**src/rtl/alu_pkg.sv**
```systemverilog
// Shared types for the pipelined carry-lookahead ALU: op codes, flag bundle
// and the lookahead group width.
package alu_pkg;

    localparam int GROUP_W = 4;

    typedef enum logic [2:0] {
        OP_ADD  = 3'b000,
        OP_SUB  = 3'b001,
        OP_AND  = 3'b010,
        OP_OR   = 3'b011,
        OP_XOR  = 3'b100,
        OP_SLT  = 3'b101,
        OP_SLTU = 3'b110,
        OP_RSV  = 3'b111
    } alu_op_t;

    typedef struct packed {
        logic c;
        logic v;
        logic z;
        logic n;
    } alu_flags_t;

    // Ops that run the adder as a + ~b + 1.
    function automatic logic op_inverts_b(input alu_op_t op);
        return (op == OP_SUB) || (op == OP_SLT) || (op == OP_SLTU);
    endfunction

endpackage

```
**src/rtl/pipelined_cla_alu_cla_group.sv**
```systemverilog
// 4-bit carry-lookahead group: sum, bitwise results and group generate/propagate.
module cla_group (
    input  logic [3:0] i_a,
    input  logic [3:0] i_b,
    input  logic       i_cin,
    output logic [3:0] o_sum,
    output logic [3:0] o_and,
    output logic [3:0] o_or,
    output logic [3:0] o_xor,
    output logic       o_g,
    output logic       o_p,
    output logic       o_cout
);
    logic [3:0] w_g;
    logic [3:0] w_p;
    logic [3:0] w_c;

    assign w_g = i_a & i_b;
    assign w_p = i_a ^ i_b;

    assign w_c[0] = i_cin;
    assign w_c[1] = w_g[0] | (w_p[0] & i_cin);
    assign w_c[2] = w_g[1] | (w_p[1] & w_g[0]) | (w_p[1] & w_p[0] & i_cin);
    assign w_c[3] = w_g[2] | (w_p[2] & w_g[1]) | (w_p[2] & w_p[1] & w_g[0])
                  | (w_p[2] & w_p[1] & w_p[0] & i_cin);

    assign o_g    = w_g[3] | (w_p[3] & w_g[2]) | (w_p[3] & w_p[2] & w_g[1])
                  | (w_p[3] & w_p[2] & w_p[1] & w_g[0]);
    assign o_p    = &w_p;
    assign o_cout = o_g | (o_p & i_cin);

    assign o_sum = w_p ^ w_c;
    assign o_and = w_g;
    assign o_or  = i_a | i_b;
    assign o_xor = w_p;

endmodule

```
**src/rtl/pipelined_cla_alu.sv**
```systemverilog
// Pipelined RV32I integer ALU: carry chain cut into STAGES register slices,
// valid/ready handshake with a single global advance enable.
module pipelined_cla_alu
    import alu_pkg::*;
#(
    parameter int WIDTH  = 32,
    parameter int STAGES = 2
) (
    input  logic             clk,
    input  logic             rst_n,
    input  logic             in_valid,
    output logic             in_ready,
    input  logic [2:0]       op,
    input  logic [WIDTH-1:0] a,
    input  logic [WIDTH-1:0] b,
    output logic             out_valid,
    input  logic             out_ready,
    output logic [WIDTH-1:0] result,
    output logic             flag_c,
    output logic             flag_v,
    output logic             flag_z,
    output logic             flag_n
);
    localparam int SW = WIDTH / STAGES;
    localparam int NG = SW / GROUP_W;

    logic [STAGES-1:0] r_valid;
    logic [WIDTH-1:0]  r_result;
    alu_flags_t        r_flags;
    logic              w_adv;

    assign w_adv     = !r_valid[STAGES-1] || out_ready;
    assign in_ready  = w_adv;
    assign out_valid = r_valid[STAGES-1];
    assign result    = r_result;
    assign flag_c    = r_flags.c;
    assign flag_v    = r_flags.v;
    assign flag_z    = r_flags.z;
    assign flag_n    = r_flags.n;

    always_ff @(posedge clk or negedge rst_n) begin
        if (!rst_n) begin
            r_valid <= '0;
        end else if (w_adv) begin
            r_valid <= STAGES'({r_valid, in_valid});
        end
    end

    for (genvar k = 0; k < STAGES; k++) begin : g_slice
        localparam int LO = k * SW;
        localparam int HI = WIDTH - LO - SW;

        logic [SW-1:0]    w_a, w_b, w_bx, w_sum, w_and, w_or, w_xor, w_res;
        logic [LO+SW-1:0] w_acc;
        alu_op_t          w_op;
        logic             w_cin, w_cout, w_sg, w_sp;
        logic [NG-1:0]    w_c, w_g, w_p, w_gco;

        // Slice 0 works straight off the ports; later slices off the previous register.
        if (k == 0) begin : g_src
            assign w_a   = a[SW-1:0];
            assign w_b   = b[SW-1:0];
            assign w_op  = alu_op_t'(op);
            assign w_cin = op_inverts_b(alu_op_t'(op));
            assign w_acc = w_res;
        end else begin : g_src
            assign w_a   = g_slice[k-1].g_fwd.r_a[SW-1:0];
            assign w_b   = g_slice[k-1].g_fwd.r_b[SW-1:0];
            assign w_op  = g_slice[k-1].g_fwd.r_op;
            assign w_cin = g_slice[k-1].g_fwd.r_carry;
            assign w_acc = {w_res, g_slice[k-1].g_fwd.r_res};
        end

        assign w_bx   = op_inverts_b(w_op) ? ~w_b : w_b;
        assign w_c[0] = w_cin;

        for (genvar g = 0; g < NG; g++) begin : g_grp
            cla_group u_cla (
                .i_a    (w_a[g*GROUP_W +: GROUP_W]),
                .i_b    (w_bx[g*GROUP_W +: GROUP_W]),
                .i_cin  (w_c[g]),
                .o_sum  (w_sum[g*GROUP_W +: GROUP_W]),
                .o_and  (w_and[g*GROUP_W +: GROUP_W]),
                .o_or   (w_or[g*GROUP_W +: GROUP_W]),
                .o_xor  (w_xor[g*GROUP_W +: GROUP_W]),
                .o_g    (w_g[g]),
                .o_p    (w_p[g]),
                .o_cout (w_gco[g])
            );
            if (g > 0) begin : g_link
                assign w_c[g] = w_gco[g-1];
            end
        end

        // Slice carry-out comes from block-level lookahead over the group G/P terms.
        always_comb begin
            w_sg = 1'b0;
            w_sp = 1'b1;
            for (int unsigned i = 0; i < NG; i++) begin
                w_sg = w_g[i] | (w_p[i] & w_sg);
                w_sp = w_sp & w_p[i];
            end
        end
        assign w_cout = w_sg | (w_sp & w_cin);

        always_comb begin
            unique case (w_op)
                OP_AND:  w_res = w_and;
                OP_OR:   w_res = w_or;
                OP_XOR:  w_res = w_xor;
                default: w_res = w_sum;
            endcase
        end

        if (k < STAGES - 1) begin : g_fwd
            logic [HI-1:0]    r_a, r_b, w_a_up, w_b_up;
            logic [LO+SW-1:0] r_res;
            alu_op_t          r_op;
            logic             r_carry;

            if (k == 0) begin : g_up
                assign w_a_up = a[WIDTH-1:SW];
                assign w_b_up = b[WIDTH-1:SW];
            end else begin : g_up
                assign w_a_up = g_slice[k-1].g_fwd.r_a[HI+SW-1:SW];
                assign w_b_up = g_slice[k-1].g_fwd.r_b[HI+SW-1:SW];
            end

            always_ff @(posedge clk or negedge rst_n) begin
                if (!rst_n) begin
                    r_a     <= '0;
                    r_b     <= '0;
                    r_res   <= '0;
                    r_op    <= OP_ADD;
                    r_carry <= 1'b0;
                end else if (w_adv) begin
                    r_a     <= w_a_up;
                    r_b     <= w_b_up;
                    r_res   <= w_acc;
                    r_op    <= w_op;
                    r_carry <= w_cout;
                end
            end
        end else begin : g_out
            logic [WIDTH-1:0] w_result;
            alu_flags_t       w_flags;
            logic             w_v;

            always_comb begin
                w_v      = (w_a[SW-1] == w_bx[SW-1]) && (w_sum[SW-1] != w_a[SW-1]);
                w_result = w_acc;
                w_flags  = '0;
                unique case (w_op)
                    OP_ADD, OP_SUB: begin
                        w_flags.c = w_cout;
                        w_flags.v = w_v;
                    end
                    OP_SLT: begin
                        w_result  = WIDTH'(w_sum[SW-1] ^ w_v);
                        w_flags.c = w_cout;
                        w_flags.v = w_v;
                    end
                    OP_SLTU: begin
                        w_result  = WIDTH'(!w_cout);
                        w_flags.c = w_cout;
                        w_flags.v = w_v;
                    end
                    OP_RSV:  w_result = '0;
                    default: ;
                endcase
                w_flags.z = (w_result == '0);
                w_flags.n = w_result[WIDTH-1];
            end

            always_ff @(posedge clk or negedge rst_n) begin
                if (!rst_n) begin
                    r_result <= '0;
                    r_flags  <= '0;
                end else if (w_adv) begin
                    r_result <= w_result;
                    r_flags  <= w_flags;
                end
            end
        end
    end

endmodule

```
**config.mk**
```make
export PLATFORM = sky130hd
export DESIGN_NAME = pipelined_cla_alu
export DESIGN_NICKNAME = d
export VERILOG_FILES = /design/src/rtl/alu_pkg.sv /design/src/rtl/pipelined_cla_alu_cla_group.sv /design/src/rtl/pipelined_cla_alu.sv
export SDC_FILE = /design/constraint.sdc
export NUM_CORES = 1
export LEC_CHECK = 0
export ABC_AREA = 1
export BUFFER_PORTS_ARGS = -buffer_cell sky130_fd_sc_hd__buf_2
export CORE_AREA = 2 2 142 144
export DETAILED_ROUTE_END_ITERATION = 10
export DIE_AREA = 0 0 144 146
export PLACE_DENSITY = 0.63
export SLEW_MARGIN = 20
export SYNTH_ARGS = -nofsm -noshare
export SYNTH_HDL_FRONTEND = slang
export SYNTH_HIERARCHICAL = 1
export SYNTH_SLANG_ARGS = --single-unit
export TNS_END_PERCENT = 30
```
**constraint.sdc**
```tcl
create_clock -name clk -period 3.7 [get_ports clk]
set_input_delay 0.74 -clock clk [delete_from_list [all_inputs] [get_ports clk]]
set_output_delay 0.74 -clock clk [all_outputs]
set_load 0.1 [all_outputs]
```
### Word level (Yosys, flattened, before mapping)

Index checks and enable logic that the tools add are counted.

* muxes and demuxes: 6
* eq/ne operators: 15
* reductions and logical operators: 19
* bitwise operators: 253

Operator list (count)
* $and A1 B1 Y1: 132
* $pmux W16 S3: 2
* $pmux W32 S3: 1
* $or A1 B1 Y1: 86
* $xor A4 B4 Y4: 16
* $and A4 B4 Y4: 8
* $logic_not A32 Y1: 1
* $mux W16: 2
* $not A16 Y16: 2
* $or A4 B4 Y4: 8
* $reduce_and A4 Y1: 8
* $eq A3 B3 Y1 const B: 7
* $eq A3 B2 Y1 const B: 4
* $eq A3 B1 Y1 const B: 2
* $logic_or A1 B1 Y1: 5
* $reduce_or A4 Y1: 1
* $logic_not A3 Y1: 1
* $logic_not A1 Y1: 2
* $mux W2: 1
* $eq A1 B1 Y1: 1
* $logic_and A1 B1 Y1: 1
* $ne A1 B1 Y1: 1
* $xor A1 B1 Y1: 1

* word-level logic and storage cells: 304
* register bits: 90

### Depth between registers and ports, before layout

Gate-level depths: netlist of run 1.

* depth in word-level cells: 22
* gate-level depth with buffers: 33

### Modules after synthesis

The synthesis of run 1 kept the hierarchy.

Modules (own cells, without submodules)
* pipelined_cla_alu: seq. area each 2227.1 µm², area an instance 4972.3 µm², times used 1, cells each 671
* cla_group: seq. area each 0.0 µm², area an instance 342.8 µm², times used 8, cells each 55

### Worst setup path after synthesis of run 1

No wires, ideal clock.

* path type: input to register
* start point: input port op[0]
* end point: register g_slice[0].g_fwd.r_res[13]
* setup slack: -66 ps
* cell stages on the path: 25
* arrival time: 3636 ps
* cell sequence: inv_1 -> nand3_1 -> and2_1 -> buf_2 -> xnor2_1 -> inv_1 -> ha_1 -> clkbuf_2 -> nand4_1 -> inv_1 -> nand2_1 -> nand3_2 -> nand4_1 -> inv_1 -> nand2_1 -> nand3_2 -> nand4_1 -> inv_1 -> nand2_1 -> nand3_2 -> inv_1 -> fa_1 -> xnor2_1 -> a311oi_1 -> a21oi_1

* elaborated cells on any way between the ends: 55

RTL lines
* from (decl): RTL line pipelined_cla_alu.sv:13 `input logic [2:0] op,`
* $eq A3 B1 Y1 / $eq A3 B3 Y1 (equally long branches): RTL line alu_pkg.sv:27 `return (op == OP_SUB) || (op == OP_SLT) || (op == OP_SLTU);`
* $logic_or A1 B1 Y1: RTL line alu_pkg.sv:27
* $logic_or A1 B1 Y1 (*): RTL line alu_pkg.sv:27
* $mux W16 (*): RTL line pipelined_cla_alu.sv:74 `assign w_bx = op_inverts_b(w_op) ? ~w_b : w_b;`
* net g_slice[0].w_bx[1]: RTL line pipelined_cla_alu.sv:53 `logic [SW-1:0] w_a, w_b, w_bx, w_sum, w_and, w_or, w_xor, w_res;`
* $xor A4 B4 Y4 (*): RTL line pipelined_cla_alu_cla_group.sv:19 `assign w_p = i_a ^ i_b;`
* net g_slice[0].w_xor[1]: RTL line pipelined_cla_alu.sv:53
* $and A1 B1 Y1 (2 in a row): RTL line pipelined_cla_alu_cla_group.sv:28 `| (w_p[3] & w_p[2] & w_p[1] & w_g[0]);`
* [2 not listed]
* net g_slice[0].w_c[1]: RTL line pipelined_cla_alu.sv:57 `logic [NG-1:0] w_c, w_g, w_p, w_gco;`
* [2 not listed]
* net g_slice[0].w_c[2]: RTL line pipelined_cla_alu.sv:57
* $and A1 B1 Y1 (*): RTL line pipelined_cla_alu_cla_group.sv:30 `assign o_cout = o_g | (o_p & i_cin);`
* $or A1 B1 Y1 (*): RTL line pipelined_cla_alu_cla_group.sv:30
* net g_slice[0].w_c[3]: RTL line pipelined_cla_alu.sv:57
* $and A1 B1 Y1 (*): RTL line pipelined_cla_alu_cla_group.sv:22 `assign w_c[1] = w_g[0] | (w_p[0] & i_cin);`
* $or A1 B1 Y1 (*): RTL line pipelined_cla_alu_cla_group.sv:22
* $xor A4 B4 Y4 (*): RTL line pipelined_cla_alu_cla_group.sv:32 `assign o_sum = w_p ^ w_c;`
* net g_slice[0].w_sum[13]: RTL line pipelined_cla_alu.sv:53
* $pmux W16 S3 (*): RTL line pipelined_cla_alu.sv:107 `unique case (w_op)`
* to (signal assigned): RTL line pipelined_cla_alu.sv:139 `r_res <= w_acc;`
* to (decl): RTL line pipelined_cla_alu.sv:117 `logic [LO+SW-1:0] r_res;`

The timed path passes the listed nets; every way through them passes the cells marked *.
A chain may end at the register's enable or synchronous reset.

### Final worst setup path of run 1

* start point: register g_slice[0].g_fwd.r_op[1]
* end point: register r_flags, in the netlist flag_z

* elaborated cells on any way between the ends: 147

RTL lines
* from (decl): RTL line pipelined_cla_alu.sv:118 `alu_op_t r_op;`
* from (signal assigned): RTL line pipelined_cla_alu.sv:140 `r_op <= w_op;`
* $eq A3 B1 Y1 / $eq A3 B3 Y1 (equally long branches): RTL line alu_pkg.sv:27
* $logic_or A1 B1 Y1: RTL line alu_pkg.sv:27
* $logic_or A1 B1 Y1 (*): RTL line alu_pkg.sv:27
* $mux W16 (*): RTL line pipelined_cla_alu.sv:74
* net g_slice[1].w_bx[3]: RTL line pipelined_cla_alu.sv:53
* $xor A4 B4 Y4 (*): RTL line pipelined_cla_alu_cla_group.sv:19
* net g_slice[1].w_xor[3]: RTL line pipelined_cla_alu.sv:53
* $and A1 B1 Y1 (on tied branches): RTL line pipelined_cla_alu_cla_group.sv:27, pipelined_cla_alu_cla_group.sv:28
* [4 not listed]
* net g_slice[1].w_c[1]: RTL line pipelined_cla_alu.sv:57
* [2 not listed]
* net g_slice[1].w_c[2]: RTL line pipelined_cla_alu.sv:57
* [2 not listed]
* net g_slice[1].w_c[3]: RTL line pipelined_cla_alu.sv:57
* $and A1 B1 Y1 (*): RTL line pipelined_cla_alu_cla_group.sv:22
* $or A1 B1 Y1 (*): RTL line pipelined_cla_alu_cla_group.sv:22
* $xor A4 B4 Y4 (*): RTL line pipelined_cla_alu_cla_group.sv:32
* net g_slice[1].w_sum[13]: RTL line pipelined_cla_alu.sv:53
* $pmux W16 S3 (*): RTL line pipelined_cla_alu.sv:107
* $pmux W32 S3 (*): RTL line pipelined_cla_alu.sv:153 `unique case (w_op)`
* $logic_not A32 Y1 (*): RTL line pipelined_cla_alu.sv:171 `w_flags.z = (w_result == '0);`
* to (signal assigned): RTL line pipelined_cla_alu.sv:181 `r_flags <= w_flags;`
* to (decl): RTL line pipelined_cla_alu.sv:29 `alu_flags_t r_flags;`

Marked as above.

==> metrics.txt, run 1 <==
clk_skew=0.00704 ns; clk_lat worst skew=0.35 ns; pwr dens=627 nW/µm²; Hold Fails Final Rpt=0; total track usage=19.4%; WP data arrival=3.90 ns; Mapped Avg Cell Area=6.95 µm²; die footprint=21000 µm²; CP endpoint kind=flop; CTS tree=yes; final wirelength=20100 µm; hold buffers post-CTS=0; non-filler cells, final=1517; Top delay family on crit path=simple AND/OR/NAND/NOR gates; cts bufs inserted=9; # DRC=0; core area=19300 µm²; Net Count, Synth=1264; Post-Synthesis Cells=1105; Die X=144 µm; starting density of the core=39.7%; final-report max-slew violation count=0; final core utilization=48.4%; number of max-cap violations=0; count of input and output buffers=108; Required @ worst endpoint=3.99 ns; maximum fanout along the worst path=6; gr ovfl total=0; Tcrit/Tclk final=97.6%; clk buf depth=2; initial antenna violation count=0; synthesized area=7680 µm²; vias in the first global route=6864; Worst setup SP type=flop; largest net degree at the start of global routing=67; crit path buf inv count=5; Via density=4.74; Hold Path Class=flop to flop; via count=7197; drt wl/cell=13.3 µm; Worst IR Drop VDD=0.000280 V; # IOs=109; # clock sinks=89; die height=146 µm; post-layout min period=3.61 ns; Reg clk slew, reported paths=0.07 ns; nets@finish=1406; status=complete, no violations; Routed Antenna Nets=0; met2 GRT Util=33.0%; WHS=0.460 ns; P&R area growth vs syn=21.9%; layout cells sized above 1=19.6%; Post-DP Area=8800 µm²; placed cell count=1493; hpwl dp=15300 µm; num rows=51; Placer Congestion=0.889; Crit-path slowest cell=dfrtp_1; Leak=5.20 nW; Ant. Diodes=0; Final Instance Area=9360 µm²; slack of the critical path=0.0895 ns; Final setup viols=0; Relative slew margins=42.6%; CP max stage delay=0.42 ns; Yosys warnings=6; Setup Crit Path Kind=flop to flop; RSZ-0062 raised after global routing=yes; met3 Use GR=2.83%; DR iter-0 viols=423; H-tree Lvls=3; DRT Pass-1 Iters=4; fmax=277 MHz; CP dominant cell by count=nand2_1; gr busiest metal=met2; post-place setup slack=-0.152 ns; grt met1 use=25.9%; actual slew at the worst max-slew pin=0.861 ns; Root Buffer=clkbuf_16; first-pass GRT wire length=33200 µm
power by group:
part / internal [mW] / switching, mW
clock network: 0.553 / 0.421
logic: 1.02 / 2.48
registers: 1.22 / 0.175
repair_timing:
action	4_1_cts	5_1_grt
endpoints found under the setup margin	1	8
pin swaps	1	17
buffers inserted	0	8
cloned	0	0
gates resized for setup	2	30
cells in the final DEF (no fill, tap or decap), types with 24 or more instances in the layout:
master and instances:
a21oi_1 24, nor2_1 49, dfrtp_1 89, nand4_1 27
inv_1 178, buf_4 65, buf_2 107, o21ai_0 33
ha_1 73, nand2_1 364, nand3_1 69
tightest hold or removal path, stage by stage (launching register included):
cell,delay (ns)
dfrtp_1,0.33
inv_1,0.04
nand2_1,0.05
final timing paths:
check | startpoint | endpoint | slack [ns] | cells past startpoint
worst max-delay path | g_slice[0].g_fwd.r_op[1]$_DFFE_PN0P_ | flag_z$_DFFE_PN0P_ | 0.09 | 29
worst min-delay path | r_valid[0]$_DFFE_PN0P_ | r_valid[1]$_DFFE_PN0P_ | 0.46 | 2
worst max register to register | g_slice[0].g_fwd.r_op[1]$_DFFE_PN0P_ | flag_z$_DFFE_PN0P_ | 0.09 | 29
worst min register to register | r_valid[0]$_DFFE_PN0P_ | r_valid[1]$_DFFE_PN0P_ | 0.46 | 2
max in group asynchronous | rst_n | g_slice[0].g_fwd.r_b[6]$_DFFE_PN0P_ | 2.50 | 2
min in group asynchronous | rst_n | g_slice[0].g_fwd.r_b[8]$_DFFE_PN0P_ | 0.49 | 1
metal layers:
layer  vias up  part of all wire (%)
li1       3706                     -
met1      3332                    47
met2       141                    48
met3        18                   3.9
met4         0                   1.2
met5         -                     0
metrics by stage:
stage,power [mW],TNS [ns]
after CTS,5.78,0
final,5.87,0
after global placement,4.73,-0.106
after floorplan,3.95,0
after detailed placement,4.77,-0.325
after global routing,6.28,-0.572
flip-flops by register name, summed over array words and instances (netlist names):
name and cells:
g_slice.g_fwd.r_res 16, g_slice.g_fwd.r_op 3, r_valid 2, flag_v 1, flag_z 1, g_slice.g_fwd.r_a 16
g_slice.g_fwd.r_carry 1, flag_n 1, flag_c 1, result 31, g_slice.g_fwd.r_b 16
final cells by class:
type,instances,area (µm²)
clock buffers,10,239
clock inverters,6,72.6
fillers,1975,9970
inverters,197,741
multi-input cells,775,4680
flip-flops and latches,89,2230
well taps,265,332
repair buffers,175,1070
No activity file was read; power rests on OpenSTA's default activity.
==> inputs of run 2 (changes only) <==
Settings changed: BUFFER_PORTS_ARGS -buffer_cell sky130_fd_sc_hd__buf_2 to not set, DONT_BUFFER_PORTS set to 1, PLACE_DENSITY 0.63 to 0.58, TNS_END_PERCENT 30 to not set.
==> metrics.txt, run 2 (same netlist as run 1, synthesis figures left out) <==
FF-to-FF setup slack=0.14 ns (was 0.09 ns); num rows=51 (unchanged); gr ovfl total=0 (unchanged); die footprint=21000 µm² (unchanged); final-report max-slew violation count=0 (unchanged); clk buf depth=2 (unchanged); Setup Crit Path Kind=flop to flop (unchanged); Worst IR Drop VDD=0.000311 V (was 0.000280 V); H-tree Lvls=3 (unchanged); Hold Path Class=input pin to async pin (was flop to flop); Hold Fails Final Rpt=0 (unchanged); DRT Pass-1 Iters=4 (unchanged); maximum fanout along the worst path=5 (was 6); Worst R2R End=flag_z$_DFFE_PN0P_ (unchanged); # IOs=109 (unchanged); status=complete, no violations (unchanged); DR iter-0 viols=329 (was 423); hpwl dp=15300 µm (about the same); starting density of the core=39.7% (unchanged); Crit-path slowest cell=fa_2 (was dfrtp_1); RSZ-0062 raised after global routing=yes (unchanged); slack of the critical path=0.142 ns (was 0.0895 ns); Worst setup SP type=flop (unchanged); Ant. Diodes=0 (unchanged); Placer Congestion=0.893 (was 0.889); Largest register FFs=31 (unchanged); actual slew at the worst max-slew pin=0.978 ns (was 0.861 ns); CP endpoint kind=flop (unchanged); final wirelength=19900 µm (was 20100 µm); cts bufs inserted=9 (unchanged); core area=19300 µm² (unchanged); clk_skew=0.00675 ns (was 0.00704 ns); Die X=144 µm (unchanged); count of input and output buffers=0 (was 108); drt wl/cell=14.3 µm (was 13.3 µm); # DRC=0 (unchanged); via count=6669 (was 7197); number of max-cap violations=0 (unchanged); Leak=4.69 nW (was 5.20 nW); layout cells sized above 1=11.2% (was 19.6%); Final setup viols=0 (unchanged); CP dominant cell by count=nand2_1 (unchanged); Relative slew margins=34.8% (was 42.6%); clk_lat worst skew=0.35 ns (about the same); total track usage=19.2% (was 19.4%); Reg clk slew, reported paths=0.08 ns (was 0.07 ns); initial antenna violation count=0 (unchanged); Fillers=1985 (was 1975); Routed Antenna Nets=0 (unchanged); fmax=281 MHz (was 277 MHz); # clock sinks=89 (unchanged); commonest non-fill, non-tap cells in the layout=363 x nand2_1, 178 x inv_1, 88 x dfrtp_1, 75 x ha_1, 69 x nand3_1 (was 364 x nand2_1, 178 x inv_1, 107 x buf_2, 89 x dfrtp_1, 73 x ha_1); vias in the first global route=6326 (was 6864); largest net degree at the start of global routing=90 (was 67); first-pass GRT wire length=32100 µm (was 33200 µm); post-place setup slack=0.00757 ns (was -0.152 ns); die height=146 µm (unchanged); WP data arrival=3.85 ns (was 3.90 ns); Root Buffer=clkbuf_16 (unchanged); P&R area growth vs syn=13.7% (was 21.9%); pwr dens=650 nW/µm² (was 627 nW/µm²); Via density=4.78 (was 4.74); commonest non-fill, non-tap cell in the layout=nand2_1 (unchanged); final total power=5.68 mW (was 5.87 mW); post-layout min period=3.56 ns (was 3.61 ns); Reg2Reg Launch Point=g_slice[0].g_fwd.r_op[0]$_DFFE_PN0P_ (was g_slice[0].g_fwd.r_op[1]$_DFFE_PN0P_); Tcrit/Tclk final=96.1% (was 97.6%); CTS tree=yes (unchanged); WHS=0.0770 ns (was 0.460 ns); nets@finish=1283 (was 1406); reg2reg path depth=28 (was 29); Required @ worst endpoint=4.00 ns (was 3.99 ns); CP max stage delay=0.51 ns (was 0.42 ns)
[run 2: cell types whose count changed in the layout (fill, tap and decap cells not counted), sizes merged]
cell,previous run,this run
buf,175,52
clkbuf,10,9
inv,199,200
[run 2: worst max-delay path by stage]
stage / start / end / slack [ns] / cells after the start
detailed placement: op[1] / g_slice[0].g_fwd.r_res[13]$_DFFE_PN0P_ / 0.008 / 23
global route: g_slice[0].g_fwd.r_op[0]$_DFFE_PN0P_ / flag_z$_DFFE_PN0P_ / -0.17 / 30
floorplan: op[0] / g_slice[0].g_fwd.r_res[13]$_DFFE_PN0P_ / 0.009 / 25
global placement: op[0] / g_slice[0].g_fwd.r_res[13]$_DFFE_PN0P_ / 0.07 / 23
finish: g_slice[0].g_fwd.r_op[0]$_DFFE_PN0P_ / flag_z$_DFFE_PN0P_ / 0.14 / 28
CTS: g_slice[0].g_fwd.r_op[1]$_DFFE_PN0P_ / flag_z$_DFFE_PN0P_ / 0.008 / 30
[run 2: layer usage]
layer	vias to the layer above	part of all wire, %	track usage, %
met5	-	0	0
met4	0	1.9	5.39
met3	21	5.3	4.44
met2	127	46	30.5
met1	3074	46	26.0
li1	3447	-	-
[run 2: power by group]
group	leakage, nW	switching [mW]	total, mW	internal, mW
sequential	1.09	1.28	2.47	1.19
clock	0.158	0.451	0.998	0.547
combinational	3.44	1.33	2.21	0.886
[run 2: final cells by class]
class,instances,area [µm²],area share [%]
flip-flops and latches,89,2230,25.5
well taps,265,332,3.80
multi-input cells,775,4710,53.9
inverters,197,741,8.48
clock inverters,7,95.1,1.09
repair buffers,52,407,4.66
clock buffers,9,225,2.58
[run 2: metrics by stage]
step | cell area (µm²) | setup TNS (ns) | instances | util (%)
3_5_place_dp | 8180 | 0 | 1374 | 42.3
2_1_floorplan | 7700 | 0 | 1105 | -
6_report | 8730 | 0 | 1394 | 45.2
4_1_cts | 8510 | 0 | 1390 | 44.0
3_3_place_gp | 8180 | 0 | 1374 | 42.3
5_1_grt | 8730 | -0.211 | 1394 | 45.2
[run 2: timing repair]
item                                    CTS  global route
pin swaps                                 0            14
hold buffers                              0             0
resized for setup                         2            34
setup buffers                             0             5
endpoints found under the setup margin    1             6
[run 2: critical path: cells and delay by family, from the launching register on]
family | cells | cell delay [ns]
buf+inv | 7 | 0.48
fa+ha+maj | 2 | 0.78
simple gates | 18 | 1.64
xor+xnor | 1 | 0.19
flops | 1 | 0.43
==> inputs of run 3 (changes only) <==
Settings changed: PLACE_DENSITY 0.58 to not set.
==> metrics.txt, run 3 (same netlist as run 1, synthesis figures left out) <==
Die X=144 µm (unchanged); non-filler cells, final=1386 (was 1394); Setup Crit Path Kind=flop to flop (unchanged); Routed Antenna Nets=0 (unchanged); crit path buf inv count=7 (unchanged); Reg clk slew, reported paths=0.07 ns (was 0.08 ns); CP endpoint kind=flop (unchanged); clk buf depth=2 (unchanged); final-report max-slew violation count=0 (unchanged); total track usage=19.0% (was 19.2%); Worst setup SP type=flop (unchanged); H-tree Lvls=3 (unchanged); Via density=4.83 (was 4.78); RSZ-0062 raised after global routing=yes (unchanged); status=complete, no violations (unchanged); vias in the first global route=6271 (was 6326); via count=6695 (was 6669); initial antenna violation count=0 (unchanged); post-layout min period=3.57 ns (was 3.56 ns); hpwl dp=15200 µm (was 15300 µm); die footprint=21000 µm² (unchanged); Largest register FFs=31 (unchanged); hold buffers post-CTS=0 (unchanged); clk_lat worst skew=0.34 ns (was 0.35 ns); # IOs=109 (unchanged); post-place setup slack=-0.0502 ns (was 0.00757 ns); num rows=51 (unchanged); DRT Pass-1 Iters=5 (was 4); Hold Path Class=input pin to async pin (unchanged); nets@finish=1275 (was 1283); first-pass GRT wire length=31800 µm (was 32100 µm); final total power=5.47 mW (was 5.68 mW); count of input and output buffers=0 (unchanged); layout cells sized above 1=9.99% (was 11.2%); pwr dens=638 nW/µm² (was 650 nW/µm²); starting density of the core=39.7% (unchanged); placed cell count=1368 (was 1374); commonest non-fill, non-tap cell in the layout=nand2_1 (unchanged); number of max-cap violations=0 (unchanged); fmax=280 MHz (was 281 MHz); Worst IR Drop VDD=0.000278 V (was 0.000311 V); clk_skew=0.00697 ns (was 0.00675 ns); Final setup viols=0 (unchanged); Leak=4.62 nW (was 4.69 nW); WHS=0.0916 ns (was 0.0770 ns); final core utilization=44.4% (was 45.2%); core area=19300 µm² (unchanged); Hold Fails Final Rpt=0 (unchanged); WP data arrival=3.85 ns (about the same); Final Instance Area=8580 µm² (was 8730 µm²); Fillers=2025 (was 1985); P&R area growth vs syn=11.7% (was 13.7%); die height=146 µm (unchanged); Required @ worst endpoint=3.98 ns (was 4.00 ns); commonest non-fill, non-tap cells in the layout=364 x nand2_1, 180 x inv_1, 87 x dfrtp_1, 75 x ha_1, 69 x nand3_1 (was 363 x nand2_1, 178 x inv_1, 88 x dfrtp_1, 75 x ha_1, 69 x nand3_1); drt wl/cell=14.3 µm (about the same); # clock sinks=89 (unchanged); slack of the critical path=0.130 ns (was 0.142 ns); Tcrit/Tclk final=96.5% (was 96.1%); CP dominant cell by count=nand2_1 (unchanged); # DRC=0 (unchanged); CTS tree=yes (unchanged); CP max stage delay=0.53 ns (was 0.51 ns); maximum fanout along the worst path=6 (was 5); Placer Congestion=0.906 (was 0.893); cts bufs inserted=9 (unchanged); Relative slew margins=34.9% (was 34.8%); setup TNS=0 ns (unchanged); gr ovfl total=0 (unchanged); final wirelength=19800 µm (was 19900 µm); Crit-path slowest cell=fa_2 (unchanged); Post-DP Area=8130 µm² (was 8180 µm²); DR iter-0 viols=390 (was 329); largest net degree at the start of global routing=94 (was 90); Root Buffer=clkbuf_16 (unchanged); actual slew at the worst max-slew pin=0.976 ns (was 0.978 ns); Ant. Diodes=0 (unchanged); Top delay family on crit path=simple AND/OR/NAND/NOR gates (unchanged)
==> run 3: final cells by class <==
| type | instances | area [µm²] | area share [%] |
|---|---|---|---|
| clock inverter | 5 | 37.5 | 0.437 |
| inverter | 197 | 741 | 8.63 |
| multi-input combinational | 775 | 4650 | 54.2 |
| timing repair buffer | 44 | 347 | 4.04 |
| tap | 265 | 332 | 3.86 |
| sequential | 89 | 2230 | 26.0 |
| clock buffer | 11 | 243 | 2.83 |
==> run 3: worst reg2reg max path, delay by kind of cell, from the launching register on <==
kind / cells / cell delay (ns)
buf+inv: 7 / 0.51
flops: 1 / 0.44
xor+xnor: 1 / 0.18
fa+ha+maj: 2 / 0.80
simple gates: 18 / 1.58
==> run 3: final timing paths <==
path                                                      start                             endpoint  slack (ns)  depth (start not counted)
min                                                       rst_n  g_slice[0].g_fwd.r_b[7]$_DFFE_PN0P_        0.09                          0
max in group asynchronous                                 rst_n                   flag_n$_DFFE_PN0P_        3.48                          0
max reg2reg                g_slice[0].g_fwd.r_op[0]$_DFFE_PN0P_                   flag_z$_DFFE_PN0P_        0.13                         28
max                        g_slice[0].g_fwd.r_op[0]$_DFFE_PN0P_                   flag_z$_DFFE_PN0P_        0.13                         28
min in group clk                         r_valid[0]$_DFFE_PN0P_               r_valid[1]$_DFFE_PN0P_        0.48                          2
min reg2reg                              r_valid[0]$_DFFE_PN0P_               r_valid[1]$_DFFE_PN0P_        0.48                          2
==> run 3: where the power goes <==
group | switching [mW] | total [mW] | internal (mW) | leakage, nW
clock network | 0.388 | 0.865 | 0.477 | 0.133
logic | 1.30 | 2.14 | 0.838 | 3.41
registers | 1.27 | 2.47 | 1.19 | 1.08
==> run 3: what timing repair did <==
| action | 4_1_cts | 5_1_grt |
|---|---|---|
| pin swaps | 1 | 9 |
| buffers inserted | 0 | 2 |
| setup endpoints to repair | 1 | 8 |
| hold endpoints to repair | 0 | 0 |
| gates resized for setup | 1 | 26 |
==> run 3: routing by layer <==
metal  GRT usage (%)  wire length, µm  up-vias
met1            25.5             8920     3080
met5               0                0        -
met2            30.6             9140      158
met3            4.41             1370       21
met4            5.54              361        0
li1                -                -     3436
